==> src/rtl/bcd_anode_scanner.sv <==
// Binary-to-BCD converter (shift-add-3, one bit per clock) feeding a free-running
// multiplexed digit scanner with active-low anodes and optional leading-zero blanking.
module bcd_anode_scanner #(
   parameter int NUM_DIGITS  = 4,
   parameter int BIN_WIDTH   = 14,
   parameter int REFRESH_DIV = 50000
) (
   input  logic                  clk,
   input  logic                  rst,
   input  logic                  load,
   input  logic [BIN_WIDTH-1:0]  bin_value,
   input  logic                  blank_lz,
   output logic                  busy,
   output logic                  done,
   output logic                  overflow,
   output logic [NUM_DIGITS-1:0] anode,
   output logic [3:0]            selected_digit_data
);
   localparam int          BCD_W   = 4 * NUM_DIGITS;
   localparam int          CNT_W   = $clog2(BIN_WIDTH + 1);
   localparam int          REF_W   = (REFRESH_DIV > 1) ? $clog2(REFRESH_DIV) : 1;
   localparam int          IDX_W   = (NUM_DIGITS > 1) ? $clog2(NUM_DIGITS) : 1;
   localparam logic [63:0] MAX_VAL = 64'(10 ** NUM_DIGITS) - 64'd1;

   typedef enum logic [1:0] {IDLE, SHIFT, LATCH} state_t;

   state_t                  state_q, state_d;
   logic [BIN_WIDTH-1:0]    shift_q, shift_d;
   logic [BCD_W-1:0]        bcd_q, bcd_d, bcd_adj;
   logic [CNT_W-1:0]        cnt_q, cnt_d;
   logic                    ovf_q, ovf_d;
   logic                    done_q, done_d;
   logic [BCD_W-1:0]        disp_q, disp_d;
   logic [REF_W-1:0]        ref_q, ref_d;
   logic [IDX_W-1:0]        idx_q, idx_d;
   logic [NUM_DIGITS-1:0]   anode_q, anode_d;
   logic [3:0]              sel_q, sel_d;
   logic                    upper_nz;

   // Handshake: load is taken only on a cycle where busy is low; a load seen
   // while busy is high (SHIFT or LATCH) is dropped, never queued.
   always_comb begin
      state_d = state_q;
      shift_d = shift_q;
      bcd_d   = bcd_q;
      cnt_d   = cnt_q;
      ovf_d   = ovf_q;
      disp_d  = disp_q;
      done_d  = 1'b0;
      bcd_adj = bcd_q;
      for (int i = 0; i < NUM_DIGITS; i++) begin
         if (bcd_q[4*i +: 4] >= 4'd5) begin
            bcd_adj[4*i +: 4] = bcd_q[4*i +: 4] + 4'd3;
         end
      end
      case (state_q)
         IDLE: begin
            if (load) begin
               if (64'(bin_value) > MAX_VAL) begin
                  shift_d = BIN_WIDTH'(MAX_VAL);
                  ovf_d   = 1'b1;
               end else begin
                  shift_d = bin_value;
                  ovf_d   = 1'b0;
               end
               bcd_d   = '0;
               cnt_d   = CNT_W'(BIN_WIDTH);
               state_d = SHIFT;
            end
         end
         SHIFT: begin
            bcd_d   = {bcd_adj[BCD_W-2:0], shift_q[BIN_WIDTH-1]};
            shift_d = shift_q << 1;
            cnt_d   = cnt_q - CNT_W'(1);
            if (cnt_q == CNT_W'(1)) begin
               state_d = LATCH;
            end
         end
         LATCH: begin
            disp_d  = bcd_q;
            done_d  = 1'b1;
            state_d = IDLE;
         end
         default: state_d = IDLE;
      endcase
   end

   // Scanner runs from the display register only, so a conversion never disturbs it.
   always_comb begin
      ref_d = ref_q + REF_W'(1);
      idx_d = idx_q;
      if (ref_q == REF_W'(REFRESH_DIV - 1)) begin
         ref_d = '0;
         idx_d = (idx_q == IDX_W'(NUM_DIGITS - 1)) ? '0 : idx_q + IDX_W'(1);
      end
      upper_nz = 1'b0;
      for (int j = 0; j < NUM_DIGITS; j++) begin
         if (j >= int'(idx_q) && disp_q[4*j +: 4] != 4'd0) begin
            upper_nz = 1'b1;
         end
      end
      sel_d   = disp_q[4*int'(idx_q) +: 4];
      anode_d = ~(NUM_DIGITS'(1) << idx_q);
      if (blank_lz && idx_q != '0 && !upper_nz) begin
         anode_d = '1;
      end
   end

   always_ff @(posedge clk) begin
      if (rst) begin
         state_q <= IDLE;
         shift_q <= '0;
         bcd_q   <= '0;
         cnt_q   <= '0;
         ovf_q   <= 1'b0;
         done_q  <= 1'b0;
         disp_q  <= '0;
         ref_q   <= '0;
         idx_q   <= '0;
         anode_q <= '1;
         sel_q   <= '0;
      end else begin
         state_q <= state_d;
         shift_q <= shift_d;
         bcd_q   <= bcd_d;
         cnt_q   <= cnt_d;
         ovf_q   <= ovf_d;
         done_q  <= done_d;
         disp_q  <= disp_d;
         ref_q   <= ref_d;
         idx_q   <= idx_d;
         anode_q <= anode_d;
         sel_q   <= sel_d;
      end
   end

   assign busy                = (state_q != IDLE);
   assign done                = done_q;
   assign overflow            = ovf_q;
   assign anode               = anode_q;
   assign selected_digit_data = sel_q;

endmodule

==> config.mk <==
export PLATFORM = sky130hd
export DESIGN_NAME = bcd_anode_scanner
export DESIGN_NICKNAME = d
export VERILOG_FILES = /design/src/rtl/bcd_anode_scanner.sv
export SDC_FILE = /design/constraint.sdc
export NUM_CORES = 1
export LEC_CHECK = 0
export CORE_ASPECT_RATIO = 0.75
export CORE_MARGIN = 1.5
export CORE_UTILIZATION = 50
export DETAILED_ROUTE_END_ITERATION = 8
export PLACE_DENSITY = 0.7
export SLEW_MARGIN = 15
export SYNTH_ARGS = -nofsm -noshare
export SYNTH_HDL_FRONTEND = slang
export SYNTH_SLANG_ARGS = --single-unit
==> constraint.sdc <==
create_clock -name clk -period 4 [get_ports clk]
set_clock_uncertainty 0.1 [all_clocks]
set_input_delay 0.8 -clock clk [delete_from_list [all_inputs] [get_ports clk]]
set_output_delay 0.8 -clock clk [all_outputs]
set_load 0.02 [all_outputs]
### After elaboration in Yosys (flattened, before gate mapping)

Cells that the tools add are included.

* bits in registers: 80
* logic and storage cells: 76

* $add $sub $neg: 7
* order comparisons: 8
* eq/ne operators: 7
* shift-type cells: 2
* multiplexer cells: 21
* bitwise logic cells: 1
* reduce and logical (&&, ||, !) cells: 19

Operators by type and width (count)
* 16-bit case mux with 2 select lines: 1
* 14-bit two-way mux: 2
* 14-bit case mux with 2 select lines: 1
* 16-bit by 1-bit adder with 16-bit output, second input constant: 1
* 16-bit equality test, second input constant: 1
* 4-bit by 3-bit >= comparator with 1-bit output, second input constant: 4
* 16-bit two-way mux: 1
* 4-bit two-way mux: 4
* 4-bit nonzero test: 4
* 16-bit by 5-bit indexed part select with 4-bit output: 1
* 14-bit greater-than comparator, second input constant: 1
* 4-bit by 2-bit adder with 4-bit output, second input constant: 3
* 4-bit case mux with 2 select lines: 1
* 1-bit two-way mux: 6
* 2-bit two-way mux: 3
* 2-bit AND reduction: 3
* 2-bit nonzero test: 3
* 1-bit logical AND: 5
* 2-bit equality test, second input constant: 2
* 4-bit by 1-bit equality test with 1-bit output, second input constant: 1
* 1-bit by 2-bit >= comparator with 1-bit output, first input constant: 2
* 2-bit != test, second input constant: 2
* 4-bit NOT: 1
* 2-bit case mux with 2 select lines: 1
* other kinds (10): 11

### Longest topological paths before layout

Gate-level depths: netlist of the first run.

* depth after elaboration: 9
* depth in mapped cells: 7
* gate-level depth less buffers: 6

### Worst setup path after synthesis of the first run

OpenSTA, ideal clock, no wires.

* path kind: in2reg
* start point: input port bin_value[6]
* end point: register shift_q[0]
* data arrival time: 1.715 ns
* required time: 3.758 ns
* setup slack: 2.043 ns
* stages on the path: 4
* path buffers: 0
* cells stage by stage: nor4_1 nor2_1 o311ai_0 a31oi_1

* longest elaborated chain between the ends: 4

Ends and longest elaborated chain
* start, declared: line 11 `input logic [BIN_WIDTH-1:0] bin_value,`
* 14-bit greater-than comparator: line 59 `if (64'(bin_value) > MAX_VAL) begin`
* 14-bit two-way mux: line 59
* 14-bit two-way mux: line 58 `if (load) begin`
* 14-bit case mux with 2 select lines: line 56 `case (state_q)`
* end signal, assigned: line 124 `shift_q <= shift_d;`
* end, declared: line 28 `logic [BIN_WIDTH-1:0] shift_q, shift_d;`

Every way passes these cells. The select of a mux whose other input is x is not followed.
A chain may end at the register's enable or synchronous reset.

### Final worst setup path of the first run

* start point: register state_q[0]
* end point: output port busy

* longest elaborated chain between the ends: 1

Ends and longest elaborated chain
* start, declared: line 27 `state_t state_q, state_d;`
* start signal, assigned: line 123 `state_q <= state_d;`
* 2-bit nonzero test: line 137 `assign busy = (state_q != IDLE);`
* end, declared: line 13 `output logic busy,`

Every way passes these cells.

==> results of run 1 <==
[critical path, delay by kind of cell (launching register included)]
kind / cells / cell delay (ps)
buffers and inverters: 1 / 600
AND/OR/NAND/NOR: 1 / 170
flip-flops: 1 / 500
[sequential cells by signal, indices dropped and copies added, names as in the netlist]
register	count
disp_q	16
done	1
anode	4
idx_q	2
bcd_q	16
cnt_q	4
selected_digit_data	4
ref_q	16
overflow	1
state_q	2
shift_q	14
[worst paths after layout]
path,startpoint,to,cells past startpoint
max,state_q[0],busy,2
min,shift_q[13],shift_q[13],2
min reg2reg,shift_q[13],shift_q[13],2
max reg2reg,state_q[1],bcd_q[9],4
[synthesized netlist by cell type (all sizes together) (3+ instances only)]
cell type  instances  area, um2
clkbuf             8       30.0
buf               11       71.3
mux4               4       90.1
nor4              13       87.6
nor2              48        195
a22o               8       70.1
or3                4       25.0
xnor2             16        140
o21ai              8       40.0
nand2b             7       43.8
dfxtp             80       1600
a21oi             36        184
ha                16        200
xor2               6       52.6
nand3             15       80.1
mux2i              5       50.1
nor3              10       50.1
a22oi              3       22.5
nor2b              6       37.5
nor4b              3       38.8
a222oi             4       40.0
nand4              5       37.5
nand2             52        195
inv               17       63.8
[report_power, final]
part           total, mW  leakage (nW)  internal [mW]  switching, mW
logic              0.122         0.716         0.0491         0.0733
registers          0.836         0.649          0.818         0.0174
clock network      0.584        0.0952          0.288          0.296
[cell type report]
cell class	instances	share of cell area, %
Timing Repair Buffer	29	6.91
Tap cell	98	3.00
Clock inverter	7	1.77
Multi-Input combinational cell	286	44.6
Inverter	17	1.56
Clock buffer	9	3.03
Sequential cell	80	39.1
[placed cells by master (no fill, tap or decap), types with 2 or more instances in the layout]
cell             count
nor3_1              10
nor4_1              12
a31oi_1              2
a21oi_1             35
dfxtp_1             80
a311oi_1             2
nor2_2               3
clkdlybuf4s50_1     27
nand4_1              4
a222oi_1             4
nor2_1              44
ha_1                16
clkbuf_8             9
clkinv_4             2
clkinvlp_4           2
inv_1               17
a22oi_1              3
a211oi_1             2
nand3_1             14
o21ai_0              8
mux2i_1              5
xnor2_1             16
or3_1                4
clkinv_2             2
nor2b_1              6
nand2b_1             7
nand2_1             52
mux4_2               4
a22o_1               8
nor4b_2              2
xor2_1               6
[stage by stage]
stage / utilization (%) / cells / setup slack [ps] / hold slack (ps) / area, um2
after global placement: 56.5 / 510 / 1350 / 339 / 3900
final: 59.3 / 526 / 1490 / 357 / 4090
after detailed placement: 56.5 / 510 / 1290 / 347 / 3900
after floorplan: - / 402 / 2040 / 330 / 3590
after global routing: 59.3 / 526 / 1410 / 380 / 4090
after CTS: 59.3 / 526 / 1470 / 358 / 4090
[metal layers]
metal | vias to the layer above | GRT usage, % | wire length (um)
li1 | 1441 | - | -
met1 | 1351 | 27.4 | 3580
met2 | 54 | 33.0 | 3270
met3 | 5 | 6.33 | 350
met4 | 0 | 4.79 | 42
met5 | - | 0 | 0
[logic make-up (layout without fill, tap and decap cells)]
family	after synthesis	count (layout)	synth area share, %
compound gates	69	69	12.2
flops	80	80	44.6
mux	9	9	3.90
xor+xnor	22	22	5.36
simple gates	170	170	23.8
fa+ha+maj	16	16	5.57
buf+inv	36	62	4.60
==> summary.md, run 1 <==
| Metric | Value |
|---|---|
| Final net count | `457` |
| FFs w/ async S/R, synth | `0%` |
| Root Driver | `clkbuf_8` |
| Port Buffers | `28` |
| DRC | `0` |
| Crit share post-route | `62.9%` |
| CTS tree | `done` |
| CTS clk-pin slew, worst paths | `80 ps` |
| Cell variety after synth | `47` |
| Num CTS Buffers | `9` |
| Vias | `2,851` |
| Critical path data arrival time | `1610 ps` |
| Fin crit period | `2510 ps` |
| # rows | `26` |
| Vias per inst | `5.42` |
| Clock Latency Late Sink | `350 ps` |
| Peak VDD IR | `187 uV` |
| Fin. Hold Viols | `0` |
| Final setup fails | `0` |
| Total power | `1.54 mW` |
| Gate Count Post-Synth | `402` |
| CP Class | `flop to output port` |
| # hold bufs at CTS | `0` |
| Setup Buffers After CTS | `0` |
| Post-synth EDFFs | `0` |
| Die H | `76.4 um` |
| Die span in x | `101 um` |
| Share of cells above drive strength 1 | `7.94%` |
| Total congestion overflow | `0` |
| Slew HR | `28.2%` |
| Worst-Margin Slew | `1070 ps` |
| Syn_nets | `436` |
| Initial antenna violation count | `0` |
| H-tree levels | `3` |
| Max Clk Rate | `398 MHz` |
| Crit-path max cell delay | `600 ps` |
| P&R area growth vs syn | `13.9%` |
| Cell Pwr Density | `377 mW/mm2` |
| Reg2reg setup slack | `1730 ps` |
| Initial drt markers | `140` |
| Fillers | `648` |
| Top FF cell, synth | `dfxtp_1` |
| RSZ-0062 raised after global routing | `false` |
| Router iterations before antenna repair | `4` |
| Ys Warns | `0` |
| Sequential cell area | `0.00160 mm2` |
| Crit-path cells | `or2_2 > clkdlybuf4s50_1` |
| Syn Area/Cell | `8.94 um2` |
| Slew Viols, Final | `0` |
| WL/cell | `13.8 um` |
| LEAKAGE | `1.46 nW` |
| Area taken by multi-input logic gates | `0.00183 mm2` |
| Post-synthesis sequential area ratio | `44.6%` |
| ANT nets after route | `0` |
| Critical Path Sink Type | `output port` |
| CORE AREA | `0.00690 mm2` |
| Status | `finished clean` |
| Max Cap Violations | `0` |
| First-pass GRT wire length | `12.6 mm` |
| Post_cts resized | `0` |
| Initial Utilization | `52.1%` |
| Final WL | `7.24 mm` |
| Total track usage | `20.7%` |
| Critical path fanouts, max | `7` |
| Synth Register Bits | `80` |
| Largest net degree at the start of global routing | `35` |
| Post-synthesis cell area | `0.00359 mm2` |
| Startpoint class of the critical path | `flop` |
| Clock buffer depth | `2` |
| Slowest cell on the critical path | `clkdlybuf4s50_1` |
| Diode count | `0` |
| Clk sinks | `80` |
| Min-delay worst type | `flop to flop` |
| Critical Path RT | `3100 ps` |
| RePlAce Congestion | `0.801` |
| Setup TNS | `0 ps` |
| Post-DP HPWL | `5.07 mm` |
| Ports | `29` |
| Vias in the first global route | `2,731` |
| Die area | `0.00771 mm2` |
No activity file was read; power rests on OpenSTA's default activity.
==> inputs of run 2 (changes only) <==
--- a/config.mk
+++ b/config.mk
@@ -9,7 +9,7 @@
 export CORE_MARGIN = 1.5
 export CORE_UTILIZATION = 50
 export DETAILED_ROUTE_END_ITERATION = 8
-export PLACE_DENSITY = 0.7
+export PLACE_DENSITY = 0.73
 export SLEW_MARGIN = 15
 export SYNTH_ARGS = -nofsm -noshare
 export SYNTH_HDL_FRONTEND = slang
==> constraint.sdc (replaced) <==
create_clock -name clk -period 2.3 [get_ports clk]
set_clock_uncertainty 0.1 [all_clocks]
set_input_delay 0.46 -clock clk [delete_from_list [all_inputs] [get_ports clk]]
set_output_delay 0.46 -clock clk [all_outputs]
set_load 0.02 [all_outputs]
==> summary.md, run 2 (synthesized netlist as in run 1, its figures left out) <==
| Metric | Value |
|---|---|
| Slowest cell on the critical path | `clkdlybuf4s50_1` |
| Vias in the first global route | `2,744 (+0.48%)` |
| Initial Utilization | `52.1% (unchanged)` |
| CORE AREA | `0.00690 mm2 (unchanged)` |
| Share of cells above drive strength 1 | `8.76% (+0.81 points)` |
| Clk sinks | `80 (unchanged)` |
| RePlAce Congestion | `0.850 (+6.2%)` |
| Min-delay worst type | `primary input to flop` |
| Setup TNS | `0 ps (unchanged)` |
| Die area | `0.00771 mm2 (unchanged)` |
| Clock buffer depth | `2 (unchanged)` |
| Initial antenna violation count | `0 (unchanged)` |
| Fin crit period | `2160 ps` |
| Total congestion overflow | `0 (unchanged)` |
| Fin util | `60.2% (+0.87 points)` |
| CTS clk-pin slew, worst paths | `80 ps (about the same)` |
| Slew HR | `58.5% (+30 points)` |
| Cell Pwr Density | `656 mW/mm2 (+74%)` |
| Max Cap Violations | `0 (unchanged)` |
| ANT nets after route | `0 (unchanged)` |
| Die H | `76.4 um (unchanged)` |
| Largest net degree at the start of global routing | `48 (+37%)` |
| Worst R2R Path Depth | `5 (+1)` |
| LEAKAGE | `1.50 nW (+2.9%)` |
| Most common cell after layout, fill and taps aside | `dfxtp_1` |
| First-pass GRT wire length | `12.6 mm (-0.11%)` |
| Final net count | `463 (+1.3%)` |
| FF-to-FF End | `ref_q[4]` |
| P&R area growth vs syn | `15.6%` |
| CTS tree | `done` |
| Final setup fails | `0 (unchanged)` |
| Critical Path Sink Type | `output port` |
| # hold bufs at CTS | `0 (unchanged)` |
| Max Clk Rate | `464 MHz` |
| # rows | `26 (unchanged)` |
| Fillers | `625 (-3.5%)` |
| RSZ-0062 raised after global routing | `false` |
| Sequential cell area | `0.00160 mm2 (unchanged)` |
| Setup Buffers After CTS | `0 (unchanged)` |
| Root Driver | `clkbuf_8` |
| Highest-count cells in the layout ignoring fill and taps | `dfxtp_1 (80), nand2_1 (52), nor2_1 (44), a21oi_1 (35), clkdlybuf4s50_1 (27)` |
| Worst r2r src | `ref_q[0]` |
| Clock Latency Late Sink | `350 ps (about the same)` |
| Critical Path RT | `1740 ps (-1360 ps)` |
| Startpoint class of the critical path | `flop` |
| Total track usage | `20.7% (about the same)` |
| Ports | `29 (unchanged)` |
| Peak VDD IR | `346 uV (+85%)` |
| Status | `finished clean` |
| Worst-Margin Slew | `622 ps (-453 ps)` |
| Reg2reg setup slack | `440 ps (-1290 ps)` |
| Vias | `2,921 (+2.5%)` |
| Placed Cells | `516 (+1.2%)` |
| WL/cell | `14.1 um (+2.5%)` |
| Initial drt markers | `154 (+10%)` |
| CP Class | `flop to output port` |
| Area taken by multi-input logic gates | `0.00183 mm2 (unchanged)` |
| Num CTS Buffers | `9 (unchanged)` |
| Fin. Hold Viols | `0 (unchanged)` |
| Slew Viols, Final | `0 (unchanged)` |
| Worst setup path end | `busy` |
| Router iterations before antenna repair | `7 (+3)` |
| Final WL | `7.50 mm (+3.6%)` |
| Regs by FF count | `bcd_q: 16 flops, disp_q: 16 flops, ref_q: 16 flops` |
| Post-DP HPWL | `5.29 mm (+4.4%)` |
| Crit-path max cell delay | `540 ps (-60 ps)` |
| Hold wc startpoint | `rst` |
| CP startpoint | `state_q[0]` |
| H-tree levels | `3 (unchanged)` |
| Layout Cells excl Fill | `532 (+1.1%)` |
| Diode count | `0 (unchanged)` |
| Crit share post-route | `93.7%` |
| Post_cts resized | `0 (unchanged)` |
| DRC | `0 (unchanged)` |
| Crit-path cells | `or2_2 > clkdlybuf4s50_1` |
| Port Buffers | `28 (unchanged)` |
| Critical path fanouts, max | `7 (unchanged)` |
| Critical path data arrival time | `1600 ps (about the same)` |
| Vias per inst | `5.49 (+1.3%)` |
| Die span in x | `101 um (unchanged)` |
| Worst hold slack | `347 ps (-9.55 ps)` |
run 2: layout make-up:
| type | count | area share (%) |
|---|---|---|
| multi-input cells | 286 | 44.0 |
| inverters | 17 | 1.54 |
| clock buffers | 13 | 3.83 |
| well taps | 98 | 2.95 |
| clock inverters | 3 | 0.964 |
| flip-flops and latches | 80 | 38.6 |
| repair buffers | 35 | 8.20 |
run 2: how the worst min path moves through the flow:
stage | to | cells after the start
after global routing | disp_q[8] | 2
after detailed placement | shift_q[12] | 2
final | disp_q[9] | 2
after CTS | disp_q[8] | 2
after global placement | ref_q[0] | 1
after floorplan | ref_q[0] | 1
run 2: report_power, final:
part	total, mW	internal [mW]	switching, mW
logic	0.229	0.0959	0.133
registers	1.45	1.42	0.0312
clock network	1.04	0.559	0.484
total	2.73	2.08	0.648
run 2: critical path: cells and delay by family (launching register included):
| kind | cells | cell delay (ps) |
|---|---|---|
| AND/OR/NAND/NOR | 1 | 320 |
| flip-flops | 1 | 390 |
| buffers and inverters | 1 | 540 |
run 2: per-layer routing:
layer,track usage (%),wire length (um),vias to the layer above
li1,-,-,1448
met4,6.06,74,0
met2,32.0,3430,75
met5,0,0,-
met3,5.96,424,9
met1,28.0,3580,1389
run 2: stage by stage:
stage	instance area [um2]	setup WS, ps	total power, mW
4_1_cts	4150	120	2.74
5_1_grt	4150	82.4	2.84
2_1_floorplan	3590	683	1.63
6_report	4150	145	2.73
3_3_place_gp	3950	173	1.71
3_5_place_dp	3950	168	1.71
==> inputs of run 3 (changes only) <==
--- a/config.mk
+++ b/config.mk
@@ -9,7 +9,8 @@
 export CORE_MARGIN = 1.5
 export CORE_UTILIZATION = 50
 export DETAILED_ROUTE_END_ITERATION = 8
-export PLACE_DENSITY = 0.73
+export HOLD_SLACK_MARGIN = 0.08
+export PLACE_DENSITY = 0.8
 export SLEW_MARGIN = 15
 export SYNTH_ARGS = -nofsm -noshare
 export SYNTH_HDL_FRONTEND = slang
==> summary.md, run 3 (synthesized netlist as in run 1, its figures left out) <==
| Metric | Value |
|---|---|
| Critical Path RT | `1740 ps (about the same)` |
| Critical Path Sink Type | `output port` |
| Worst Setup Slack, final | `166 ps (+21.2 ps)` |
| Crit share post-route | `92.8% (-0.92 points)` |
| Setup Buffers After CTS | `0 (unchanged)` |
| CORE AREA | `0.00690 mm2 (unchanged)` |
| FF-to-FF End | `ref_q[8]` |
| CP Class | `flop to output port` |
| Startpoint class of the critical path | `flop` |
| Vias per inst | `5.44 (-0.96%)` |
| Root Driver | `clkbuf_8` |
| Die span in x | `101 um (unchanged)` |
| Vias | `2,893 (-0.96%)` |
| Cell Pwr Density | `634 mW/mm2 (-3.4%)` |
| Die H | `76.4 um (unchanged)` |
| WL/cell | `13.7 um (-2.8%)` |
| Worst R2R Path Depth | `5 (unchanged)` |
| # rows | `26 (unchanged)` |
| Critical path data arrival time | `1570 ps (-30 ps)` |
| Fin. Hold Viols | `0 (unchanged)` |
| Min-delay worst type | `flop to flop` |
| Ports | `29 (unchanged)` |
| Initial antenna violation count | `0 (unchanged)` |
| Critical path fanouts, max | `7 (unchanged)` |
| Highest-count cells in the layout ignoring fill and taps | `dfxtp_1 (80), nand2_1 (52), nor2_1 (44), a21oi_1 (35), clkdlybuf4s50_1 (27)` |
| Reg2reg setup slack | `490 ps (+50 ps)` |
| Initial drt markers | `137 (-11%)` |
| Post-Place Setup Slack | `82.4 ps (-85.4 ps)` |
| Port Buffers | `28 (unchanged)` |
| Post_cts resized | `0 (unchanged)` |
| Total track usage | `20.4% (-0.31 points)` |
| RePlAce Congestion | `0.795 (-6.5%)` |
| Setup TNS | `0 ps (unchanged)` |
| Global routing usage on met2 | `30.7% (-1.2 points)` |
| CP startpoint | `state_q[0]` |
| Worst r2r src | `ref_q[0]` |
| GR Util met3 | `5.96% (unchanged)` |
| Status | `finished clean` |
| Fin crit period | `2130 ps (-21.2 ps)` |
| Die area | `0.00771 mm2 (unchanged)` |
| Final net count | `463 (unchanged)` |
| Final setup fails | `0 (unchanged)` |
| Most common cell after layout, fill and taps aside | `dfxtp_1` |
| H-tree levels | `3 (unchanged)` |
| Final WL | `7.29 mm (-2.8%)` |
| Hold Path Depth | `2 (unchanged)` |
| RSZ-0062 raised after global routing | `false` |
| Vias in the first global route | `2,694 (-1.8%)` |
| Largest net degree at the start of global routing | `26 (-46%)` |
| LEAKAGE | `1.48 nW (-1.8%)` |
| Num CTS Buffers | `9 (unchanged)` |
| CTS tree | `done` |
| # hold bufs at CTS | `0 (unchanged)` |
| Worst-Margin Slew | `652 ps (+29.5 ps)` |
| Slew Viols, Final | `0 (unchanged)` |
| Slew HR | `56.6% (-2.0 points)` |
| Max Cap Violations | `0 (unchanged)` |
| Post-DP HPWL | `5.05 mm (-4.6%)` |
| GRT Max-Usage Layer | `met2` |
| Peak VDD IR | `461 uV (+33%)` |
| CTS clk-pin slew, worst paths | `80 ps (about the same)` |
| Grt met1 use | `28.0% (about the same)` |
| P&R area growth vs syn | `14.6%` |
| DRC | `0 (unchanged)` |
| Max Clk Rate | `469 MHz (+0.99%)` |
| Router iterations before antenna repair | `5 (-2)` |
| Hold wc startpoint | `shift_q[13]` |
| ANT nets after route | `0 (unchanged)` |
| Diode count | `0 (unchanged)` |
| Clk sinks | `80 (unchanged)` |
| Share of cells above drive strength 1 | `8.99% (+0.23 points)` |
| Clock Latency Late Sink | `350 ps (about the same)` |
| Regs by FF count | `bcd_q: 16 flops, disp_q: 16 flops, ref_q: 16 flops` |
| Initial Utilization | `52.1% (unchanged)` |
| WHS Endpoint | `bcd_q[0]` |
| First-pass GRT wire length | `12.5 mm (-0.71%)` |
| Clock buffer depth | `2 (unchanged)` |
| Total congestion overflow | `0 (unchanged)` |
## run 3: where the power goes
part | total, mW | internal, mW | switching, mW
clock network | 0.929 | 0.418 | 0.511
registers | 1.45 | 1.42 | 0.0300
logic | 0.228 | 0.0944 | 0.134
## run 3: worst max-delay path, stage by stage (launching register included)
cell,delay (ps)
dfxtp_1,380
or2_2,310
clkdlybuf4s50_1,540
## run 3: stage by stage
step	cell area [um2]	instances	hold WS, ps	power (mW)	utilization, %
2_1_floorplan	3590	402	330	1.63	-
3_3_place_gp	3940	516	340	1.70	57.1
3_5_place_dp	3940	516	346	1.71	57.1
4_1_cts	4120	532	356	2.62	59.7
5_1_grt	4120	532	370	2.71	59.7
6_report	4120	532	356	2.61	59.7
## run 3: how the worst max path moves through the flow
stage	to	slack, ps	cells after the start
global route	busy	100	2
global placement	shift_q[0]	150	5
detailed placement	shift_q[0]	80	5
finish	busy	170	2
CTS	busy	150	2
floorplan	shift_q[0]	680	4
## run 3: final cells by class
cell class | instances | area (um2)
clock buffer | 11 | 141
clock inverter | 5 | 32.5
fill | 604 | 2780
inverter | 17 | 63.8
multi-input combinational | 286 | 1830
sequential | 80 | 1600
tap | 98 | 123
timing repair buffer | 35 | 328
## run 3: metal layers
layer	share of wire, %	vias up
met5	0	-
met4	1.4	0
met3	5.2	16
met2	44	71
met1	50	1360
li1	-	1446
